===== config.mk =====
export PLATFORM = sky130hd
export DESIGN_NAME = demux_1x2x32_buf
export DESIGN_NICKNAME = d
export VERILOG_FILES = /design/src/rtl/demux_pkg.sv /design/src/rtl/demux_fifo.sv /design/src/rtl/demux_1x2x32_buf.sv
export SDC_FILE = /design/constraint.sdc
export NUM_CORES = 1
export LEC_CHECK = 0
export ABC_CLOCK_PERIOD_IN_PS = 2220
export BUFFER_PORTS_ARGS = -buffer_cell sky130_fd_sc_hd__buf_2
export CAP_MARGIN = 5
export CORE_ASPECT_RATIO = 1.4
export CORE_MARGIN = 2
export CORE_UTILIZATION = 45
export CTS_BUF_LIST = sky130_fd_sc_hd__clkbuf_8
export CTS_CLUSTER_DIAMETER = 100
export DETAILED_ROUTE_END_ITERATION = 7
export PLACE_DENSITY = 0.66
export SLEW_MARGIN = 40
export SYNTH_ARGS = -nofsm -noshare
export SYNTH_HDL_FRONTEND = slang
export SYNTH_SLANG_ARGS = --single-unit
export TNS_END_PERCENT = 50

===== constraint.sdc =====
create_clock -name clk -period 2.22 [get_ports clk]
set_input_delay 0.111 -clock clk [delete_from_list [all_inputs] [get_ports clk]]
set_output_delay 0.111 -clock clk [all_outputs]
set_load 0.01 [all_outputs]

===== src/rtl/demux_pkg.sv =====
// Shared constants for the buffered 1-to-2 result steering stage.
// Optional build macro used by this slice: DEMUX_FLUSH_EN.
package demux_pkg;

    localparam int DEMUX_WIDTH = 32;
    localparam int DEMUX_DEPTH = 2;
    localparam int DEMUX_PTR_W = $clog2(DEMUX_DEPTH);

    localparam logic SEL_OUT0 = 1'b0;
    localparam logic SEL_OUT1 = 1'b1;

endpackage


===== src/rtl/demux_fifo.sv =====
// Small per-output FIFO with power-of-two depth and naturally wrapping pointers.
// DEMUX_FLUSH_EN adds a synchronous flush input that empties the FIFO.
module demux_fifo
    import demux_pkg::*;
#(
    parameter int WIDTH = DEMUX_WIDTH,
    parameter int DEPTH = DEMUX_DEPTH
) (
    input  logic             clk,
    input  logic             rst_n,
    input  logic             push,
    input  logic [WIDTH-1:0] push_data,
    output logic             full,
    input  logic             pop,
    output logic [WIDTH-1:0] head_data,
`ifdef DEMUX_FLUSH_EN
    input  logic             flush,
`endif
    output logic             not_empty
);

    localparam int PTR_W = $clog2(DEPTH);
    localparam int CNT_W = PTR_W + 1;

    logic [WIDTH-1:0] mem_q [DEPTH];
    logic [PTR_W-1:0] wr_ptr_q, wr_ptr_d;
    logic [PTR_W-1:0] rd_ptr_q, rd_ptr_d;
    logic [CNT_W-1:0] count_q, count_d;
    logic             do_push_s;
    logic             do_pop_s;
    logic             flush_s;

`ifdef DEMUX_FLUSH_EN
    assign flush_s = flush;
`else
    assign flush_s = 1'b0;
`endif

    assign full      = (count_q == CNT_W'(DEPTH));
    assign not_empty = (count_q != {CNT_W{1'b0}});
    assign head_data = mem_q[rd_ptr_q];

    // Flush wins over any same-cycle push or pop.
    assign do_push_s = push & ~full & ~flush_s;
    assign do_pop_s  = pop & not_empty & ~flush_s;

    // Next-state pointers and occupancy.
    always_comb begin
        wr_ptr_d = wr_ptr_q;
        rd_ptr_d = rd_ptr_q;
        count_d  = count_q;
        if (flush_s) begin
            wr_ptr_d = {PTR_W{1'b0}};
            rd_ptr_d = {PTR_W{1'b0}};
            count_d  = {CNT_W{1'b0}};
        end else begin
            if (do_push_s) begin
                wr_ptr_d = wr_ptr_q + PTR_W'(1);
            end else begin
                wr_ptr_d = wr_ptr_q;
            end
            if (do_pop_s) begin
                rd_ptr_d = rd_ptr_q + PTR_W'(1);
            end else begin
                rd_ptr_d = rd_ptr_q;
            end
            count_d = count_q + CNT_W'(do_push_s) - CNT_W'(do_pop_s);
        end
    end

    // Pointer and count registers.
    always_ff @(posedge clk or negedge rst_n) begin
        if (!rst_n) begin
            wr_ptr_q <= {PTR_W{1'b0}};
            rd_ptr_q <= {PTR_W{1'b0}};
            count_q  <= {CNT_W{1'b0}};
        end else begin
            wr_ptr_q <= wr_ptr_d;
            rd_ptr_q <= rd_ptr_d;
            count_q  <= count_d;
        end
    end

    // Storage array; cleared on reset so the heads read zero afterwards.
    always_ff @(posedge clk or negedge rst_n) begin
        if (!rst_n) begin
            for (int i = 0; i < DEPTH; i++) begin
                mem_q[i] <= {WIDTH{1'b0}};
            end
        end else if (do_push_s) begin
            mem_q[wr_ptr_q] <= push_data;
        end
    end

endmodule


===== src/rtl/demux_1x2x32_buf.sv =====
// Buffered 1-to-2 steering stage: each input word goes to out0 or out1 by `check`.
// DEMUX_FLUSH_EN adds a `flush` input that empties both output FIFOs.
module demux_1x2x32_buf
    import demux_pkg::*;
#(
    parameter int WIDTH = DEMUX_WIDTH,
    parameter int DEPTH = DEMUX_DEPTH
) (
    input  logic             clk,
    input  logic             rst_n,
    input  logic [WIDTH-1:0] in_data,
    input  logic             in_valid,
    input  logic             check,
    output logic             in_ready,
    output logic [WIDTH-1:0] out0_data,
    output logic             out0_valid,
    input  logic             out0_ready,
    output logic [WIDTH-1:0] out1_data,
    output logic             out1_valid,
`ifdef DEMUX_FLUSH_EN
    input  logic             flush,
`endif
    input  logic             out1_ready
);

    logic full0_s, full1_s;
    logic sel_full_s;
    logic push0_s, push1_s;
    logic flush_s;

`ifdef DEMUX_FLUSH_EN
    assign flush_s = flush;
`else
    assign flush_s = 1'b0;
`endif

    // Fullness of the FIFO currently addressed by `check`.
    always_comb begin
        sel_full_s = 1'b1;
        case (check)
            SEL_OUT0: sel_full_s = full0_s;
            SEL_OUT1: sel_full_s = full1_s;
            default:  sel_full_s = 1'b1;
        endcase
    end

    assign in_ready = ~sel_full_s & ~flush_s;
    assign push0_s  = in_valid & in_ready & (check == SEL_OUT0);
    assign push1_s  = in_valid & in_ready & (check == SEL_OUT1);

    demux_fifo #(.WIDTH(WIDTH), .DEPTH(DEPTH)) u_fifo0 (
        .clk       (clk),
        .rst_n     (rst_n),
        .push      (push0_s),
        .push_data (in_data),
        .full      (full0_s),
        .pop       (out0_ready),
        .head_data (out0_data),
`ifdef DEMUX_FLUSH_EN
        .flush     (flush_s),
`endif
        .not_empty (out0_valid)
    );

    demux_fifo #(.WIDTH(WIDTH), .DEPTH(DEPTH)) u_fifo1 (
        .clk       (clk),
        .rst_n     (rst_n),
        .push      (push1_s),
        .push_data (in_data),
        .full      (full1_s),
        .pop       (out1_ready),
        .head_data (out1_data),
`ifdef DEMUX_FLUSH_EN
        .flush     (flush_s),
`endif
        .not_empty (out1_valid)
    );

endmodule

# Yosys cells after proc, flatten, opt, wreduce, memory -nomap -nowiden
# Index checks and enable logic that the tools add are counted.
# W data, S select, Z words.
# op_classes
add_sub_neg	8
magnitude_cmp	6
eq_ne	2
muxes	13
bitwise_logic	15
n_reduce_logical	4
# ops
op	n
$mux W32	8
$bwmux W64	2
$demux W32 S1	2
$ge A2 B2 Y1 const B	4
$not A1 Y2	4
$and A1 B1 Y1	7
$add A1 B1 Y1 const B	4
$add A2 B1 Y2	2
$eq A2 B2 Y1 const B	2
$lt A2 B1 Y1 const B	2
$not A1 Y1	4
$reduce_bool A2 Y1	2
$sub A2 B1 Y2	2
$logic_and A1 B1 Y1	2
$pmux W1 S2	1
# word_totals
regBits	136
input_bits	38
out_inout_bits	67
word_cells	58

# Longest topological paths before layout
# depth
word_depth	8
depth_mapped	6
depth_no_buf	6

# Modules after synthesis
# From an unflattened synthesis, not the netlist that was laid out.
# unflattened
hier_cells	381
hier_area_um2	6299.8
# modules_own_cells
module	n_inst	cells_per_inst	area_each_um2	seq_area_each_um2
demux_fifo	2	189	3136.8	1701.6
demux_1x2x32_buf	1	3	26.3	0.0

# Worst setup path before layout
# OpenSTA, ideal clock, no wires.
# synth_timing
path_kind	register -> register
from	register u_fifo0.count_q[1]
to	register u_fifo0.count_q[1]
arrival_ns	1.782
required_time_ns	2.140
setup_slack_ns	0.358
stages_incl_launch_ff	7
n_path_buf	0
period_less_slack_ns	1.862
path_cell_list	dfrtp_1 > or2_2 > and2_1 > ha_1 > nor3b_1 > mux2i_1 > xnor2_1
# synth_rtl
element	line_no	rtl
start: declaration	demux_fifo.sv:28	logic [CNT_W-1:0] count_q, count_d;
start signal: assignment	demux_fifo.sv:76	count_q <= {CNT_W{1'b0}};
start signal: assignment	demux_fifo.sv:80	count_q <= count_d;
$reduce_bool A2 Y1	demux_fifo.sv:40	assign not_empty = (count_q != {CNT_W{1'b0}});
via out0_valid	demux_1x2x32_buf.sv:16	output logic out0_valid,
$and A1 B1 Y1	demux_fifo.sv:45	assign do_pop_s = pop & not_empty & ~flush_s;
via u_fifo0.do_pop_s	demux_fifo.sv:30	logic do_pop_s;
$sub A2 B1 Y2	demux_fifo.sv:67	count_d = count_q + CNT_W'(do_push_s) - CNT_W'(do_pop_s);
via u_fifo0.count_d[1]	demux_fifo.sv:28	
# The timed path passes the listed nets, and every way through them passes these cells.
# A chain may end at the register's enable or synchronous reset.

# Worst setup path after layout
# layout_timing
from	register u_fifo0.count_q[1]
to	register u_fifo0.count_q[1]
# layout_rtl
element	line_no
$reduce_bool A2 Y1	demux_fifo.sv:40
$and A1 B1 Y1	demux_fifo.sv:45
via u_fifo0.do_pop_s	demux_fifo.sv:30
$sub A2 B1 Y2	demux_fifo.sv:67
via u_fifo0.count_d[1]	demux_fifo.sv:28
# The timed path passes the listed nets, and every way through them passes these cells.

==> impl_metrics.json <==
{
  "status": "finished clean",
  "power.total_mw": 11.7,
  "critPathKind": "reg -> reg",
  "layout.nets": 568,
  "fp.dieH_um": 141,
  "hp-start": "out0_ready",
  "post-route-period-util_pct": 87.9,
  "grt_setup_unrepaired": "no",
  "cp-startpoint": "u_fifo0.count_q[1]",
  "crit_path_end_kind": "register",
  "antenna_found_initial": 0,
  "fmax_mhz": 512,
  "crit_fanout": 4,
  "worstMarginPinSlew_ns": 0.530,
  "ys_warn_count": 0,
  "h-tree-depth": 4,
  "fin_crit_ns": 1.95,
  "cts_tree": "built",
  "initialDrtViolationCount": 69,
  "hold_viol": 0,
  "grt_first_pass_wirelength_um": 20600,
  "finalSetupViolCount": 0,
  "p_per_area_nw_per_um2": 1540,
  "dieArea_um2": 14400,
  "num_io_pins": 105,
  "cts_hold_buf": 33,
  "area_growth_pct": 25.8,
  "post-route-drc-count": 0,
  "fp.dieW_um": 102,
  "diodes": 0,
  "synth_top_area_share_pct": 56.4,
  "grt_start_max_net_pins": 63,
  "leakage_nw": 3.52,
  "cap_violations": 0,
  "clkTransAtPathRegs_ns": 0.08,
  "relSlewSlack_pct": 64.7,
  "syn_inst": 384,
  "drtAntennaViolNets": 0,
  "design.core.area_um2": 13300,
  "cts_sinks": 136,
  "design_area_um2": 7590,
  "clkLatencyLatePin_ns": 0.44,
  "grt_usage_pct": 18.7,
  "syn-num-nets": 424,
  "place_ws_ns": 0.279,
  "post_dp_cell_area_um2": 6810,
  "drive_gt1_share_pct": 63.2,
  "synth_area_per_cell_um2": 15.7,
  "firstDrtPassIters": 4,
  "r2r_slack_ns": 0.27,
  "io_buffers": 104,
  "root_buffer": "clkbuf_8",
  "finalMaxSlewViolations": 0,
  "hold_class": "in -> reg",
  "viasPerCell": 4.98,
  "syn_area_um2": 6040,
  "grt_pass1_vias": 4064,
  "gp_congestion": 0.708,
  "start_kind": "register",
  "yosysSeqAreaShare_pct": 56.4,
  "fin_skew_ns": 0.0140,
  "synth.ff_latch_count": 136,
  "tns_ns": 0,
  "dp_hpwl_um": 7990,
  "ir_worst_vdd_v": 0.000810,
  "rows": 50,
  "crit-reg2reg-launch": "u_fifo0.count_q[1]",
  "synth_top_cell_by_area": "dfrtp_1",
  "grt.overflow.total": 0,
  "worstPathRequired_ns": 2.58,
  "ys_types": 25,
  "cts_setup_buffers": 0,
  "drt-total-wl_um": 12500,
  "via_count": 3599,
  "cts_resized": 0,
  "numCtsBuffers": 17,
  "synthTopCellsByArea": "dfrtp_1, mux2_2, mux2_4",
  "initial_core_util_pct": 45.5,
  "routedWlPerCell_um": 17.3,
  "finalWorstSetupSlack_ns": 0.269,
  "cts_buffer_depth": 2,
  "post-route-util_pct": 57.2,
  "crit_arrival_ns": 2.31
}
cell usage in the layout, fill, tap and decap left out:
cell type and n:
mux2_4 30, clkinvlp_4 1, mux2_1 3, dfrtp_2 2, bufinv_16 4, nor2b_1 2, and3b_2 1, clkinv_4 2
nor2_1 2, buf_2 103, ha_1 2, inv_6 1, dlygate4sd3_1 33, xnor2_1 4, nand2b_1 1, mux2_2 159
buf_6 1, nor3_4 1, nor3b_1 1, buf_12 4, dfrtp_1 134, inv_1 3, buf_4 6, or3b_2 1
or2_2 2, nand2_1 4, clkinv_2 3, mux2i_1 2, nand3b_1 1, and2_1 2, nand3_2 1, a21oi_1 1
xor2_1 4, clkbuf_8 20
metal layers:
metal	vias to the layer above	GRT usage, %	wire length [µm]
met5	-	0	0
met4	0	6.53	170
met3	14	4.16	453
met2	72	32.4	6580
met1	1862	22.7	5320
li1	1651	-	-
path summary, 6_finish.rpt:
kind / to / cells past startpoint
setup / recovery: u_fifo0.count_q[1] / 6
hold / removal: u_fifo0.rd_ptr_q / 3
setup reg to reg: u_fifo0.count_q[1] / 6
hold reg to reg: u_fifo0.mem_q[38] / 1
max in group asynchronous: u_fifo0.mem_q[8] / 3
min in group asynchronous: u_fifo0.mem_q[35] / 2
layout make-up:
type	count	area (µm²)
timing repair buffer	147	982
sequential	136	3410
tap	182	228
multi-input combinational	224	2520
inverter	2	7.51
fill	1162	5670
clock inverter	12	173
clock buffer	20	275
stage by stage:
step / hold slack, ns / instances
after floorplan: -0.185 / 384
after CTS: 0.0127 / 723
after detailed placement: 0.0451 / 658
final: 0.0369 / 723
after global routing: 0.0413 / 723
after global placement: 0.0383 / 658
power breakdown:
| group | switching [mW] | internal [mW] |
|---|---|---|
| combinational | 2.07 | 2.91 |
| sequential | 0.677 | 3.75 |
| clock | 0.960 | 1.31 |
| total | 3.71 | 7.97 |
cells by family (layout without fill, tap and decap cells):
logic type	Yosys count	in the layout	synth area share, %
mux	194	194	38.0
flops	136	136	56.4
buf+inv	24	181	2.07
simple gates	19	19	1.89
xor+xnor	8	8	1.16
fa+ha+maj	2	2	0.414
compound gates	1	1	0.0828
critical path: stages (launching register included):
cell     delay [ns]
dfrtp_1        0.41
or2_2          0.31
and2_1         0.19
ha_1           0.33
nor3b_1        0.25
mux2i_1        0.25
xnor2_1        0.14
Yosys cell counts:
| library cell | count |
|---|---|
| or2_2 | 2 |
| nor3_2 | 1 |
| mux2_2 | 159 |
| buf_2 | 10 |
| nand3_1 | 1 |
| dfrtp_1 | 136 |
| clkbuf_1 | 9 |
| and3b_1 | 1 |
| and2_1 | 2 |
| mux2_4 | 30 |
| xnor2_1 | 4 |
| nand2b_1 | 1 |
| xor2_1 | 4 |
| mux2i_1 | 2 |
| nor2_1 | 2 |
| ha_1 | 2 |
| nor2b_1 | 2 |
| nand3b_1 | 1 |
| buf_6 | 3 |
| nand2_1 | 4 |
| mux2_1 | 3 |
| a21oi_1 | 1 |
| or3b_1 | 1 |
| inv_1 | 2 |
| nor3b_1 | 1 |
state kept, by name, indices dropped and copies added, names as in the netlist:
register	cells
u_fifo0.wr_ptr_q	1
u_fifo1.wr_ptr_q	1
u_fifo1.mem_q	64
u_fifo0.rd_ptr_q	1
u_fifo1.rd_ptr_q	1
u_fifo0.count_q	2
u_fifo0.mem_q	64
u_fifo1.count_q	2
Note: power is estimated with default switching activity, not from simulation.
